`config.mk`:
```
export PLATFORM = sky130hd
export DESIGN_NAME = ps2_host_tx
export DESIGN_NICKNAME = d
export VERILOG_FILES = /design/src/rtl/ps2_host_tx.sv
export SDC_FILE = /design/constraint.sdc
export NUM_CORES = 1
export LEC_CHECK = 0
export CAP_MARGIN = 20
export CORE_ASPECT_RATIO = 2
export CORE_UTILIZATION = 30
export CTS_BUF_LIST = sky130_fd_sc_hd__clkbuf_2
export DETAILED_ROUTE_END_ITERATION = 8
export DONT_BUFFER_PORTS = 1
export PLACE_DENSITY_LB_ADDON = 0.05
export SKIP_LAST_GASP = 1
export SYNTH_ARGS = -nofsm -noshare
export SYNTH_HDL_FRONTEND = slang
export SYNTH_SLANG_ARGS = --single-unit
export TNS_END_PERCENT = 100
```
`constraint.sdc`:
```
create_clock -name CLOCK_50 -period 3.1 [get_ports CLOCK_50]
set_clock_uncertainty 0.2 [all_clocks]
set_input_delay 0 -clock CLOCK_50 [delete_from_list [all_inputs] [get_ports CLOCK_50]]
set_output_delay 0 -clock CLOCK_50 [all_outputs]
set_load 0.005 [all_outputs]
```
`src/rtl/ps2_host_tx.sv`:
```
// Host-to-device PS/2 transmitter: inhibits the bus, issues request-to-send, shifts one
// command byte out on device clock falls and checks the device ACK.
module ps2_host_tx #(
    parameter int INHIBIT_CYCLES = 5000,
    parameter int TIMEOUT_CYCLES = 750000
) (
    input  logic       CLOCK_50,
    input  logic       resetn,
    input  logic [7:0] cmd_byte,
    input  logic       cmd_send,
    input  logic       ps2_clk_in,
    input  logic       ps2_dat_in,
    output logic       ps2_clk_oe,
    output logic       ps2_dat_oe,
    output logic       cmd_busy,
    output logic       cmd_done,
    output logic       cmd_error
);

    localparam int MAXC = (INHIBIT_CYCLES > TIMEOUT_CYCLES) ? INHIBIT_CYCLES : TIMEOUT_CYCLES;
    localparam int CW   = $clog2(MAXC + 1);
    localparam logic [CW-1:0] INH_LAST = CW'(INHIBIT_CYCLES - 1);
    localparam logic [CW-1:0] TMO_LAST = CW'(TIMEOUT_CYCLES - 1);

    typedef enum logic [2:0] {
        S_IDLE      = 3'd0,
        S_INHIBIT   = 3'd1,
        S_RTS       = 3'd2,
        S_DATA      = 3'd3,
        S_ACK       = 3'd4,
        S_WAIT_IDLE = 3'd5
    } state_t;

    function automatic logic odd_parity(input logic [7:0] b);
        return ~^b;
    endfunction

    state_t        state_q, state_d;
    logic [9:0]    buf_q, buf_d;
    logic [3:0]    idx_q, idx_d;
    logic [CW-1:0] cnt_q, cnt_d;
    logic          clk_oe_q, clk_oe_d;
    logic          dat_oe_q, dat_oe_d;
    logic          busy_q, busy_d;
    logic          done_q, done_d;
    logic          error_q, error_d;

    logic clk_meta_q, clk_sync_q, clk_prev_q;
    logic dat_meta_q, dat_sync_q;
    logic fall_s, tmo_hit_s, abort_s;

    // Two-flop synchronisers; idle bus level is high, so reset to 1 to avoid a false fall.
    always_ff @(posedge CLOCK_50 or negedge resetn) begin
        if (!resetn) begin
            clk_meta_q <= 1'b1;
            clk_sync_q <= 1'b1;
            clk_prev_q <= 1'b1;
            dat_meta_q <= 1'b1;
            dat_sync_q <= 1'b1;
        end else begin
            clk_meta_q <= ps2_clk_in;
            clk_sync_q <= clk_meta_q;
            clk_prev_q <= clk_sync_q;
            dat_meta_q <= ps2_dat_in;
            dat_sync_q <= dat_meta_q;
        end
    end

    assign fall_s    = clk_prev_q & ~clk_sync_q;
    // A fall on the terminal count clears the counter instead of aborting.
    assign tmo_hit_s = (cnt_q == TMO_LAST) & ~fall_s;

    // Next-state, frame shifting and output computation.
    always_comb begin
        state_d  = state_q;
        buf_d    = buf_q;
        idx_d    = idx_q;
        cnt_d    = cnt_q;
        clk_oe_d = clk_oe_q;
        dat_oe_d = dat_oe_q;
        busy_d   = busy_q;
        done_d   = 1'b0;
        error_d  = 1'b0;
        abort_s  = 1'b0;

        case (state_q)
            S_IDLE: begin
                clk_oe_d = 1'b0;
                dat_oe_d = 1'b0;
                busy_d   = 1'b0;
                // A request coinciding with the done/error pulse is dropped.
                if (cmd_send && !done_q && !error_q) begin
                    buf_d    = {1'b1, odd_parity(cmd_byte), cmd_byte};
                    idx_d    = 4'd0;
                    cnt_d    = '0;
                    clk_oe_d = 1'b1;
                    busy_d   = 1'b1;
                    state_d  = S_INHIBIT;
                end else begin
                    state_d = S_IDLE;
                end
            end
            S_INHIBIT: begin
                if (cnt_q == INH_LAST) begin
                    clk_oe_d = 1'b0;
                    dat_oe_d = 1'b1;
                    cnt_d    = '0;
                    state_d  = S_RTS;
                end else begin
                    cnt_d = cnt_q + CW'(1);
                end
            end
            S_RTS: begin
                if (fall_s) begin
                    dat_oe_d = ~buf_q[0];
                    idx_d    = 4'd1;
                    cnt_d    = '0;
                    state_d  = S_DATA;
                end else if (tmo_hit_s) begin
                    abort_s = 1'b1;
                end else begin
                    cnt_d = cnt_q + CW'(1);
                end
            end
            S_DATA: begin
                if (fall_s) begin
                    dat_oe_d = ~buf_q[idx_q];
                    cnt_d    = '0;
                    if (idx_q == 4'd9) begin
                        state_d = S_ACK;
                    end else begin
                        idx_d = idx_q + 4'd1;
                    end
                end else if (tmo_hit_s) begin
                    abort_s = 1'b1;
                end else begin
                    cnt_d = cnt_q + CW'(1);
                end
            end
            S_ACK: begin
                if (fall_s) begin
                    cnt_d = '0;
                    if (!dat_sync_q) begin
                        state_d = S_WAIT_IDLE;
                    end else begin
                        abort_s = 1'b1;
                    end
                end else if (tmo_hit_s) begin
                    abort_s = 1'b1;
                end else begin
                    cnt_d = cnt_q + CW'(1);
                end
            end
            S_WAIT_IDLE: begin
                if (clk_sync_q && dat_sync_q) begin
                    done_d   = 1'b1;
                    busy_d   = 1'b0;
                    clk_oe_d = 1'b0;
                    dat_oe_d = 1'b0;
                    state_d  = S_IDLE;
                end else if (fall_s) begin
                    cnt_d = '0;
                end else if (tmo_hit_s) begin
                    abort_s = 1'b1;
                end else begin
                    cnt_d = cnt_q + CW'(1);
                end
            end
            default: begin
                clk_oe_d = 1'b0;
                dat_oe_d = 1'b0;
                busy_d   = 1'b0;
                state_d  = S_IDLE;
            end
        endcase

        if (abort_s) begin
            error_d  = 1'b1;
            clk_oe_d = 1'b0;
            dat_oe_d = 1'b0;
            busy_d   = 1'b0;
            state_d  = S_IDLE;
        end else begin
            error_d = 1'b0;
        end
    end

    // State and registered-output flops.
    always_ff @(posedge CLOCK_50 or negedge resetn) begin
        if (!resetn) begin
            state_q  <= S_IDLE;
            buf_q    <= 10'd0;
            idx_q    <= 4'd0;
            cnt_q    <= '0;
            clk_oe_q <= 1'b0;
            dat_oe_q <= 1'b0;
            busy_q   <= 1'b0;
            done_q   <= 1'b0;
            error_q  <= 1'b0;
        end else begin
            state_q  <= state_d;
            buf_q    <= buf_d;
            idx_q    <= idx_d;
            cnt_q    <= cnt_d;
            clk_oe_q <= clk_oe_d;
            dat_oe_q <= dat_oe_d;
            busy_q   <= busy_d;
            done_q   <= done_d;
            error_q  <= error_d;
        end
    end

    assign ps2_clk_oe = clk_oe_q;
    assign ps2_dat_oe = dat_oe_q;
    assign cmd_busy   = busy_q;
    assign cmd_done   = done_q;
    assign cmd_error  = error_q;

endmodule
```
## Yosys cells after proc, flatten, opt, wreduce, memory -nomap -nowiden

Cells that the tools add are included.
W data, S select, Z words.

- Bits in registers: 47
- Input bits: 13
- Output and inout port bits: 5
- Logic and storage cells: 109

- $add $sub $neg: 2
- Order comparisons: 1
- Equality and inequality tests: 23
- Mux-type cells: 44
- Bitwise logic cells: 6
- Reduce and logical (&&, ||, !) cells: 19

Operators by type and width:

| cell | number |
|---|---|
| $mux W20 | 5 |
| $pmux W20 S4 | 1 |
| $mux W3 | 8 |
| $ne A3 B3 Y1 const B | 7 |
| $add A20 B1 Y20 const B | 1 |
| $eq A20 B13 Y1 const B | 1 |
| $eq A20 B20 Y1 const B | 1 |
| $mux W1 | 19 |
| $pmux W3 S6 | 1 |
| $mux W4 | 4 |
| $ne A2 B2 Y1 const B | 6 |
| $pmux W4 S3 | 1 |
| $reduce_and A5 Y1 | 2 |
| $reduce_xnor A8 Y1 | 1 |
| $reduce_and A7 Y1 | 1 |
| $eq A3 B2 Y1 const B | 2 |
| $eq A3 B3 Y1 const B | 2 |
| $pmux W1 S3 | 2 |
| $reduce_and A3 Y1 | 2 |
| $lt A4 B5 Y1 const B | 1 |
| $pmux W1 S5 | 1 |
| $add A4 B1 Y4 const B | 1 |
| $bmux W1 S4 | 1 |
| $eq A4 B4 Y1 const B | 1 |
| 14 further kinds | 23 |

## Logic depth before layout (Yosys ltp)

- Depth after elaboration: 10
- Depth in mapped cells: 10
- Mapped depth without buffers: 8

## Worst setup path before layout

No wires, ideal clock.

- Kind: register -> register
- Start: register cnt_q[0]
- End: register cnt_q[14]
- Setup time: 131 ps
- Arrival: 2182 ps
- Required time: 2769 ps
- Setup slack: 586 ps
- Stages on the path, launching flop included: 11
- Buffers on the path: 3
- Period minus slack after synthesis: 2514 ps
- Cell sequence: dfrtp_1 ha_1 or4b_1 nor4b_2 a31o_2 and2_1 buf_6 or2_4 buf_6 buf_12 o31ai_2

- Longest elaborated chain between the ends: 6
- Elaborated cells between the ends (all ways): 9
- Those cells by class: add/sub: 1; eq/ne: 2; mux: 5; bitwise: 1

Ends and longest elaborated chain:

| what | line | RTL |
|---|---|---|
| start, declared | 41 | `logic [CW-1:0] cnt_q, cnt_d;` |
| start signal, assigned | 204 | `cnt_q <= cnt_d;` |
| parallel branches: the longest is 5 deep, another holds $add A20 B1 Y20 | -- |  |
| $pmux W20 S4 (*) | 86 | `case (state_q)` |

Every way passes the cells marked *. The select of a mux whose other input is x is not followed.
A chain may end at the register's enable or synchronous reset.

## Final worst setup path

- Start: register cnt_q[0]
- End: register cnt_q[12]

Same word-level chain as after synthesis.

==> flow_summary.ini <==
[run]
maxCapViolations = 0

[logic_synthesis]
synth-edff-count = 0
ys_seq_area_share_pct = 43.7
synth_top_cell_by_area = dfrtp_1
async_flop_share_pct = 100
netlist_area_um2 = 2710
synth-main-ff-cell = dfrtp_1
syn_inst = 278
synth_area_leaders = dfrtp_1, dfstp_2, mux2_2
synth.distinct_cells = 52
postSynthAreaPerCell_um2 = 9.74
ys.warnings.count = 0
ys_seq_elements = 47
synth_top_area_share_pct = 38.8
synthesis.nets = 296

[worst_setup_path]
crit_type = reg2reg
cp.required_ps = 3250
rr_worst_depth = 8
crit_path_max_fanout = 16
startpoint = cnt_q[0]
worstPathArrival_ps = 2930
start_kind = flop
timing.rr.start = cnt_q[0]
end_kind = flop

[sta]
rsz0062_at_grt = no
min_period_ps = 2780
period_share_pct = 89.7
slew_viol_final = 0
relSlewSlack_pct = 56.9
setup_violations = 0
fmax_mhz = 360
fin_tns_setup_ps = 0
hold_viol = 0
worstMarginPinSlew_ps = 645
holdWs_ps = 47.2

[floorplan]
die_y_um = 136
io_pins = 18
dieWidth_um = 69.2
dieArea_um2 = 9430
start_util_pct = 31.1
num_rows = 48
core-area_um2 = 8710

[cts]
postCtsSetupRepairBufs = 0
cts.htree.levels = 2
clock_path_buffers = 2
clock-root-buffer = clkbuf_2
clk_pin_slew_worst_paths_ps = 290
cts_sinks = 47
cts_tree = done
numCtsBuffers = 5
clock_latency_ps = 470

[routing]
drt_wl_total_um = 7440
antenna_left = 0
wl_per_cell_um = 18.7
drt_iter0_markers = 196
dr.pass1.iters = 4
drcViolationCount = 0
via_per_inst = 5.52
vias = 2191

[worst_hold_path]
hold_class = in2reg
hold_depth = 2
min-delay-start = cmd_byte[4]

[global_routing]
gr-max-usage-layer = met2
grt_pass1_vias = 2352
grt-ovfl-total = 0
grt_usage_pct = 17.1
gr-usage-met1_pct = 16.5
grt_max_degree = 43
antenna_found_initial = 1
met3_usage_pct = 2.08
grt_first_pass_wirelength_um = 12200
grtUsageMet2_pct = 35.1

[cells_and_area]
fillers = 887
fin_nets = 313
area_growth_pct = 14.6
mostFrequentLayoutCells = dfrtp_1, nand2_1, o21ai_0, nor2_1
drive_gt1_share_pct = 16.9
fin_area_um2 = 3100
ff_latch_area_um2 = 1180
multi_input_area_um2 = 1420
final_common_cell = dfrtp_1

[place]
globalplace.congestion = 0.776
port-buffer-count = 0
dpl_cell_area_um2 = 2810
hpwl_um = 5410

[power_and_ir_drop]
power_density_nw_per_um2 = 747
p_leak_uw = 0.00121
irDropWorstVdd_mv = 0.326

[run_status]
status = finished clean
-- metal layers --
| layer | up-vias | share of wire [%] |
|---|---|---|
| met2 | 36 | 59 |
| met1 | 1071 | 37 |
| met5 | - | 0 |
| met3 | 13 | 1.4 |
| met4 | 0 | 2.9 |
| li1 | 1071 | - |
-- state kept, by name (all words and copies together) (netlist names) --
| register | flops |
|---|---|
| dat_sync_q | 1 |
| cnt_q | 20 |
| cmd_error | 1 |
| state_q | 3 |
| cmd_done | 1 |
| clk_meta_q | 1 |
| buf_q | 10 |
| ps2_dat_oe | 1 |
| idx_q | 4 |
| cmd_busy | 1 |
| ps2_clk_oe | 1 |
| dat_meta_q | 1 |
| clk_sync_q | 1 |
| clk_prev_q | 1 |
-- final cells by class --
cell class | count | area share [%]
Antenna cell | 1 | 0.0807
Clock buffer | 5 | 0.807
Clock inverter | 3 | 2.18
Inverter | 5 | 0.605
Multi-Input combinational cell | 211 | 45.7
Sequential cell | 47 | 38.1
Tap cell | 100 | 4.04
Timing Repair Buffer | 25 | 8.47
-- where the power goes --
group | total (uW) | leakage (uW) | switching [uW] | internal (uW)
Sequential | 878 | 0.000604 | 142 | 736
Combinational | 1000 | 0.000562 | 570 | 431
Clock | 437 | 0.0000492 | 221 | 216
-- final timing paths --
check	end	slack, ps
worst min register to register	dat_sync_q	160
worst max-delay path	cnt_q[12]	320
worst min-delay path	buf_q[4]	50
min in group asynchronous	idx_q[0]	460
max in group asynchronous	cnt_q[7]	2000
worst max register to register	cnt_q[12]	320
-- worst max-delay path: stages, from the launching register on --
cell and delay [ps]:
dfrtp_1 460, ha_1 260, or4b_1 470, nor4b_2 260
a31o_2 380, and2_1 190, buf_4 180, a2bb2oi_1 210
o31ai_2 90
-- kinds of logic after synthesis --
group / after synthesis / share of synthesized area, %
flip-flops: 47 / 43.7
AO/OA/AOI/OAI: 81 / 21.3
adder cells (fa/ha/maj): 5 / 2.31
XOR/XNOR: 7 / 2.27
buffers and inverters: 20 / 3.98
multiplexers: 13 / 5.73
AND/OR/NAND/NOR: 105 / 20.7
-- timing repair --
| action | in CTS | in global routing |
|---|---|---|
| resized for setup | 0 | 0 |
| endpoints found under the hold margin | 58 | 0 |
| hold buffers | 16 | 0 |
-- stage by stage --
| step | setup slack (ps) | instances | total power, uW | utilization, % |
|---|---|---|---|---|
| floorplan | 586 | 278 | 1670 | - |
| global placement | 387 | 372 | 1880 | 32.3 |
| detailed placement | 325 | 372 | 1880 | 32.3 |
| CTS | 276 | 396 | 2360 | 35.6 |
| global route | 81.3 | 397 | 2520 | 35.6 |
| finish | 319 | 397 | 2320 | 35.6 |
-- synthesized netlist by cell type (6+ instances only) --
cell and number:
dfrtp_1 42, nand2_1 25, o21ai_0 21, nor2_1 16
a21oi_1 14, nand3_1 13, clkbuf_1 11, mux2_2 10
nand4_1 10, a2bb2oi_1 8, nand2b_1 8, o31ai_2 7
nor3_1 6, xnor2_1 6
Note: power is estimated with default switching activity, not from simulation.
